<file path="src/rtl/bitstream_unpacker_pkg.sv">
// Shared word format for the serial frame link: LSB-first bit order, addr in the high nibble.
package bitstream_unpacker_pkg;

    localparam int unsigned FRAME_WORDS = 16;
    localparam int unsigned WORD_W      = 8;
    localparam int unsigned ADDR_W      = 4;
    localparam int unsigned DATA_W      = 4;

    // Stream bit 8*w+b carries bit b of word w; bits [7:4] are addr, [3:0] are data.
    typedef struct packed {
        logic [ADDR_W-1:0] addr;
        logic [DATA_W-1:0] data;
    } word_t;

    function automatic word_t pack_word(input logic [ADDR_W-1:0] addr,
                                        input logic [DATA_W-1:0] data);
        word_t w;
        w.addr = addr;
        w.data = data;
        return w;
    endfunction

endpackage

</file>
<file path="src/rtl/frame_bank.sv">
// Two-bank frame storage: one write port and one registered read port.
module frame_bank
    import bitstream_unpacker_pkg::*;
#(
    parameter int unsigned NWORDS = FRAME_WORDS
) (
    input  logic                      clk,
    input  logic                      rst,
    input  logic                      we,
    input  logic                      wsel,
    input  logic [$clog2(NWORDS)-1:0] widx,
    input  word_t                     wword,
    input  logic                      re,
    input  logic                      rsel,
    input  logic [$clog2(NWORDS)-1:0] ridx,
    output word_t                     rword
);

    word_t mem [2][NWORDS];

    // Contents survive reset; only the read register is cleared.
    always_ff @(posedge clk) begin
        if (we) begin
            mem[wsel][widx] <= wword;
        end
    end

    always_ff @(posedge clk or posedge rst) begin
        if (rst) begin
            rword <= '0;
        end else if (re) begin
            rword <= mem[rsel][ridx];
        end
    end

endmodule

</file>
<file path="src/rtl/bitstream_unpacker.sv">
// Serial-to-parallel frame receiver: fills one bank from the 1-bit stream while replaying the other.
module bitstream_unpacker
    import bitstream_unpacker_pkg::*;
#(
    parameter int unsigned NWORDS = FRAME_WORDS
) (
    input  logic       clk,
    input  logic       rst,
    input  logic       ena_in,
    input  logic       data_in,
    output logic       ena_out,
    output logic [3:0] addr_out,
    output logic [3:0] data_out,
    output logic [3:0] idx_out,
    output logic       sof_out
);

    localparam int unsigned IDX_W      = $clog2(NWORDS);
    localparam int unsigned BCNT_W     = IDX_W + 3;
    localparam int unsigned FRAME_BITS = NWORDS * WORD_W;

    typedef enum logic {IDLE, PLAY} state_t;

    logic [BCNT_W-1:0] bcnt;
    logic [WORD_W-1:0] sreg;
    logic [WORD_W-1:0] asm_c;
    logic              wsel;
    logic              word_done_c;
    logic              frame_done_c;

    state_t            state, state_n;
    logic [IDX_W-1:0]  rcnt, rcnt_n;
    logic              rsel, rsel_n;
    logic              re_c;
    logic              ena_n, sof_n;
    logic [3:0]        idx_n;
    word_t             rword;

    // Current bit merged into the partial word at its final position.
    always_comb begin
        asm_c              = sreg;
        asm_c[bcnt[2:0]]   = data_in;
    end

    assign word_done_c  = ena_in && (bcnt[2:0] == 3'd7);
    assign frame_done_c = ena_in && (bcnt == BCNT_W'(FRAME_BITS - 1));

    always_ff @(posedge clk or posedge rst) begin
        if (rst) begin
            bcnt <= '0;
            sreg <= '0;
            wsel <= 1'b0;
        end else if (ena_in) begin
            sreg <= asm_c;
            bcnt <= bcnt + BCNT_W'(1);
            if (frame_done_c) begin
                wsel <= ~wsel;
            end
        end
    end

    frame_bank #(.NWORDS(NWORDS)) u_bank (
        .clk   (clk),
        .rst   (rst),
        .we    (word_done_c),
        .wsel  (wsel),
        .widx  (bcnt[BCNT_W-1:3]),
        .wword (word_t'(asm_c)),
        .re    (re_c),
        .rsel  (rsel),
        .ridx  (rcnt),
        .rword (rword)
    );

    always_ff @(posedge clk or posedge rst) begin
        if (rst) begin
            state   <= IDLE;
            rcnt    <= '0;
            rsel    <= 1'b0;
            ena_out <= 1'b0;
            sof_out <= 1'b0;
            idx_out <= '0;
        end else begin
            state   <= state_n;
            rcnt    <= rcnt_n;
            rsel    <= rsel_n;
            ena_out <= ena_n;
            sof_out <= sof_n;
            idx_out <= idx_n;
        end
    end

    // Replay starts on the edge that completes a frame, so word 0 lands one edge later.
    always_comb begin
        state_n = state;
        rcnt_n  = rcnt;
        rsel_n  = rsel;
        re_c    = 1'b0;
        ena_n   = 1'b0;
        sof_n   = 1'b0;
        idx_n   = idx_out;
        case (state)
            IDLE: begin
                if (frame_done_c) begin
                    state_n = PLAY;
                    rsel_n  = wsel;
                    rcnt_n  = '0;
                end
            end
            PLAY: begin
                re_c   = 1'b1;
                ena_n  = 1'b1;
                sof_n  = (rcnt == '0);
                idx_n  = 4'(rcnt);
                rcnt_n = rcnt + IDX_W'(1);
                if (rcnt == IDX_W'(NWORDS - 1)) begin
                    state_n = IDLE;
                end
            end
            default: state_n = IDLE;
        endcase
    end

    assign addr_out = rword.addr;
    assign data_out = rword.data;

endmodule
</file>
<file path="config.mk">
export PLATFORM = sky130hd
export DESIGN_NAME = bitstream_unpacker
export DESIGN_NICKNAME = d
export VERILOG_FILES = /design/src/rtl/bitstream_unpacker_pkg.sv /design/src/rtl/frame_bank.sv /design/src/rtl/bitstream_unpacker.sv
export SDC_FILE = /design/constraint.sdc
export NUM_CORES = 1
export LEC_CHECK = 0
export BUFFER_PORTS_ARGS = -buffer_cell sky130_fd_sc_hd__buf_4
export CAP_MARGIN = 20
export CORE_MARGIN = 5
export CORE_UTILIZATION = 40
export CTS_CLUSTER_SIZE = 14
export DETAILED_ROUTE_END_ITERATION = 8
export PLACE_DENSITY = 0.53
export SYNTH_ARGS = -nofsm -noshare
export SYNTH_HDL_FRONTEND = slang
export SYNTH_HIERARCHICAL = 1
export SYNTH_SLANG_ARGS = --single-unit
</file>
<file path="constraint.sdc">
create_clock -name clk -period 5.25 [get_ports clk]
set_input_delay 0.525 -clock clk [delete_from_list [all_inputs] [get_ports clk]]
set_output_delay 0.525 -clock clk [all_outputs]
set_load 0.1 [all_outputs]
</file>
# == Word level (Yosys, flattened, before mapping) ==
# Memory sizes are Yosys's and may differ from the RTL's.
# Index checks and enable logic that the tools add are counted.
# word_totals
inputBits,4
n_memories,1
elab_cells,51
ff_bits,36
ram_bits,256
# classes
n_bitwise,4
magnitude_cmp,5
add_sub_neg,2
eq_ne,4
reduce_logical,7
mux,17
# memory_table
memory,words,word_bits,read_ports,rd_ports_with_merged_regs,wr,line,rtl
u_bank.mem,2,128,1,0,1,frame_bank.sv:19,word_t mem [2][NWORDS];
# op_table
op,count
128-bit two-way mux,1
8-bit binary-select mux with 4-bit select,1
8-bit demux with 4-bit select,1
8-bit two-way mux,3
"5-bit >= comparator, second input constant",2
4-bit inverter with 5-bit output,2
8-bit bitwise mux,1
4-bit case mux with 2 select lines,1
"7-bit by 1-bit adder with 7-bit output, second input constant",1
"7-bit equality test, second input constant",1
1-bit two-way mux,6
"5-bit by 1-bit less-than comparator with 1-bit output, second input constant",1
"4-bit by 1-bit adder with 4-bit output, second input constant",1
"4-bit equality test, second input constant",1
1-bit logical AND,4
4-bit logical NOT,1
"3-bit by 4-bit less-than comparator with 1-bit output, second input constant",1
4-bit two-way mux,1
2-bit AND reduction,2
1-bit demux with 3-bit select,1
"3-bit equality test, second input constant",1
"3-bit by 1-bit >= comparator with 1-bit output, second input constant",1
"2-bit inequality test, second input constant",1
1-bit inverter,2
1-bit case mux with 2 select lines,1

# == Depth between registers and ports, before layout ==
# depth
depth_word,6
ltp_mapped,7
ltp_nobuf,5

# == Modules after synthesis ==
# Netlist, hierarchy kept.
# modules_own_cells
module,seq_area_each_um2,cells_per_inst,area_per_inst_um2,n_inst
frame_bank,7887.6,592,10425.0,1
bitstream_unpacker,700.7,119,1372.6,1

# == Worst setup path after synthesis ==
# No wires, ideal clock.
# synth_path
kind,reg-to-reg
from,reg bcnt[0]
to,mem u_bank/mem[0][104] in the netlist's numbering (enable)
arrival_time_ns,1.868
path_stages_with_launch,7
period_less_slack_ns,2.238
n_path_buf,1
setup_slack_ns,3.012
cell_sequence,dfrtp_1 > ha_1 > ha_1 > and2_1 > or3b_2 > clkbuf_1 > nor2_1
# synth_between
elab_chain_len,4
# synth_lines
element,line,rtl
from (decl),bitstream_unpacker.sv:24,logic [BCNT_W-1:0] bcnt;
from (signal assigned),bitstream_unpacker.sv:55,bcnt <= bcnt + BCNT_W'(1);
3-bit equality test,bitstream_unpacker.sv:45,assign word_done_c = ena_in && (bcnt[2:0] == 3'd7);
1-bit logical AND,bitstream_unpacker.sv:45,
via word_done_c,bitstream_unpacker.sv:28,logic word_done_c;
1-bit two-way mux,frame_bank.sv:23,if (we) begin
128-bit two-way mux (implied by the code),frame_bank.sv:24,mem[wsel][widx] <= wword;
to (decl),frame_bank.sv:19,
# The timed path passes the listed nets, and every way through them passes these cells.

# == Final worst setup path ==
# layout_path
from,reg rsel
to,"reg, netlist name u_bank/rword[2]"
# layout_between
elab_chain_len,4
# layout_lines
element,line,rtl
from (decl),bitstream_unpacker.sv:33,"logic rsel, rsel_n;"
from (signal assigned),bitstream_unpacker.sv:86,rsel <= rsel_n;
memory 2 x 128 bit,n/a,
8-bit binary-select mux with 4-bit select,frame_bank.sv:32,rword <= mem[rsel][ridx];
8-bit two-way mux (implied by the code) (2 in series),frame_bank.sv:32,
# No other way between the ends. The select of a mux whose other input is x is not followed.
# A chain may end at the register's enable or synchronous reset.

==> results.md <==
| Item | Value |
|---|---|
| GRT Overall Usage | 0.167 |
| Setup violators final | 0 |
| Share of Yosys cell area claimed by the top area cell type | 0.652 |
| Largest vdd supply drop | 0.425 mV |
| Count of state elements after synthesis | 292 |
| Final critical-path setup slack | 2.26 ns |
| Max transition margin | 0.280 |
| Antenna Cells | 0 |
| Count of nets left with antenna violations after detail routing | 0 |
| Number of iterations in the first detailed-routing pass | 5 |
| Total of max-cap violations | 0 |
| Die span in x | 182 um |
| Setup repair after global routing missed its margin | false |
| Number of hold violations in the final report | 0 |
| Number of warning messages in the yosys log | 6 |
| Post-synth top area cell | sky130_fd_sc_hd__edfxtp_1 |
| Aggregate routed wire length | 27500 um |
| Clock-pin transition on the worst setup and hold timing paths | 0.06 ns |
| Count of input and output buffers | 17 |
| Starting Density | 0.408 |
| Register-to-register setup slack | 2.26 ns |
| Final RePlAce weighted congestion | 0.766 |
| Die height | 182 um |
| Wire length of the first global-routing pass | 41700 um |
| Class of the most critical setup path | reg -> reg |
| Most frequently used flop master after synthesis | sky130_fd_sc_hd__edfxtp_1 |
| Detailed-route vias per instance | 5.44 |
| Post-Synthesis Mean Instance Area | 16.6 um2 |
| Layout cells sized above 1 | 0.143 |
| Type of destination of the critical path | flip-flop |
| Clk_lat worst skew | 0.50 ns |
| Max Fanout on Critical Path | 58 |
| Vias post-DR | 6202 |
| Avg WL per Cell | 24.1 um |
| FF-to-FF Start | rsel |
| Summed instance area of the synthesized netlist | 11800 um2 |
| Final max-slew violation count | 0 |
| Number of different library cells in the post-synthesis netlist | 37 |
| Synth top cells by count | 256 x sky130_fd_sc_hd__edfxtp_1, 129 x sky130_fd_sc_hd__mux2i_1, 64 x sky130_fd_sc_hd__a22oi_1, 44 x sky130_fd_sc_hd__nor2_1, 36 x sky130_fd_sc_hd__dfrtp_1 |
| Post-Syn Instances | 711 |
| Sequential share of the synthesized area | 0.728 |
| Post-cts gate resize count | 0 |
| Period utilisation layout | 0.570 |
| Worst Setup SP | rsel |
| Sum of negative setup slack | 0 ns |
| Number of flops mapped to enable cells by yosys | 256 |
| Clock root buffer | sky130_fd_sc_hd__clkbuf_16 |
| Net count of the finished layout | 740 |
| Core occupancy in the finished layout | 0.461 |
| Standby leakage power | 0.00418 uW |
| Crit path arrival time | 3.37 ns |
| Buffers inserted during post-CTS setup optimization | 0 |
| TritonCTS clock tree | yes |
| Number of buffers between clock root and the deepest sink | 3 |
| # hold bufs at CTS | 0 |
| F_max | 334 MHz |
| DRC viols | 0 |
| Required time of the critical path | 5.63 ns |
| Antenna violations before repair | 0 |
| Max Clock Skew | 0.0114 ns |
| Number of design-rule violations left by the first detailed-router iteration | 528 |
| Minimum period implied by the final worst setup slack | 2.99 ns |
| Crit path launch type | flip-flop |
| Class of the tightest hold or removal check | in -> async |
| Row cnt | 62 |
| Mapped Nets | 719 |
| Top Ports | 18 |
| Area enclosed by the die boundary | 33000 um2 |
| Asr flop ratio synth | 0.123 |
| Outcome | finished clean |
| Cell Pwr Density | 463 nW/um2 |
| TritonCTS Buffers | 34 |
| Layout overhead on the synthesized area | 13.0% |
| Residual overflow from global routing | 0 |
| CORE AREA | 28900 um2 |
| CTS Sinks | 292 |
| Cells taking the most area after synthesis | sky130_fd_sc_hd__edfxtp_1 65%, sky130_fd_sc_hd__mux2i_1 11%, sky130_fd_sc_hd__dfrtp_1 7.6% |
| Largest net degree at the start of global routing | 59 |
| DPL Wire Length | 16600 um |
| Via count of the first global-routing pass | 6459 |
| Setup slack after placement | 2.28 ns |
| Most frequently used cell type in the post-synthesis netlist | sky130_fd_sc_hd__edfxtp_1 |
| H-tree depth reported by CTS | 2 |
| Slew at the pin closest to its max-slew limit | 1.08 ns |
-- cell type report --
class / count / area [um2]
Timing Repair Buffer: 25 / 220
Fill cell: 2506 / 15600
Inverter: 5 / 18.8
Sequential cell: 292 / 8590
Multi-Input combinational cell: 374 / 2950
Clock buffer: 54 / 1010
Clock inverter: 7 / 66.3
Tap cell: 384 / 480
-- critical path: stages, from the launching register on --
cell and delay [ns]:
sky130_fd_sc_hd__dfrtp_4 1.13, sky130_fd_sc_hd__buf_12 0.39, sky130_fd_sc_hd__mux2i_1 0.32, sky130_fd_sc_hd__a22oi_1 0.18
sky130_fd_sc_hd__a21oi_1 0.34, sky130_fd_sc_hd__nor4_1 0.09, sky130_fd_sc_hd__mux2_2 0.27
-- power by group --
part / switching, uW / internal (uW)
Combinational: 649 / 167
Sequential: 104 / 3010
Clock: 882 / 1370
Total: 1630 / 4540
-- worst paths after layout --
check                             endpoint  cells past startpoint
setup / recovery           u_bank/rword[2]                      6
hold reg to reg                    sreg[5]                      1
setup reg to reg           u_bank/rword[2]                      6
max in group asynchronous          sreg[3]                      3
hold / removal             u_bank/rword[7]                      2
min in group clk                   bcnt[0]                      2
-- registers in the layout, indices dropped and copies added, names as in the netlist, 4 cells and up --
name and flops:
bcnt 7, u_bank/mem 256, u_bank/rword 8, rcnt 4, idx_out 4, sreg 8
-- metrics by stage --
step | cell area (um2) | power (uW) | cells | hold slack (ns)
detailed placement | 12300 | 4010 | 1080 | 0.487
finish | 13300 | 6180 | 1141 | 0.0202
global route | 13300 | 6440 | 1141 | 0.0290
global placement | 12200 | 3960 | 1079 | 0.464
CTS | 13300 | 6260 | 1141 | 0.0124
floorplan | 11800 | 3580 | 711 | 0.341
-- per-layer routing --
metal  vias to the layer above  routed length (um)  global-route usage
li1                       2819                   -                   -
met1                      3192               12400               0.241
met2                       142               13300               0.267
met3                        49                1220              0.0266
met4                         0                 573              0.0414
met5                         -                   0                   0
-- cells in the final DEF, fill, tap and decap left out, drive strengths merged, types with 2 or more instances in the layout --
cell type	count
buf	25
xnor2	2
dfrtp	36
mux2i	129
and2	2
clkinv	4
nand3b	5
inv	7
nor4	8
a22oi	64
a21oi	32
clkbuf	54
nand2b	6
nand2	10
or3b	3
nand4	3
mux2	31
nor3	3
edfxtp	256
xor2	5
ha	4
nor2b	4
nand3	8
o21ai	3
nor2	44
-- kinds of logic after synthesis --
| group | Yosys count | share of synthesized area |
|---|---|---|
| fa+ha+maj | 4 | 0.00424 |
| simple gates | 101 | 0.0430 |
| flops | 292 | 0.728 |
| xor+xnor | 7 | 0.00520 |
| buf+inv | 45 | 0.0230 |
| compound gates | 102 | 0.0576 |
| mux | 160 | 0.139 |
No activity file was read; power rests on OpenSTA's default activity.
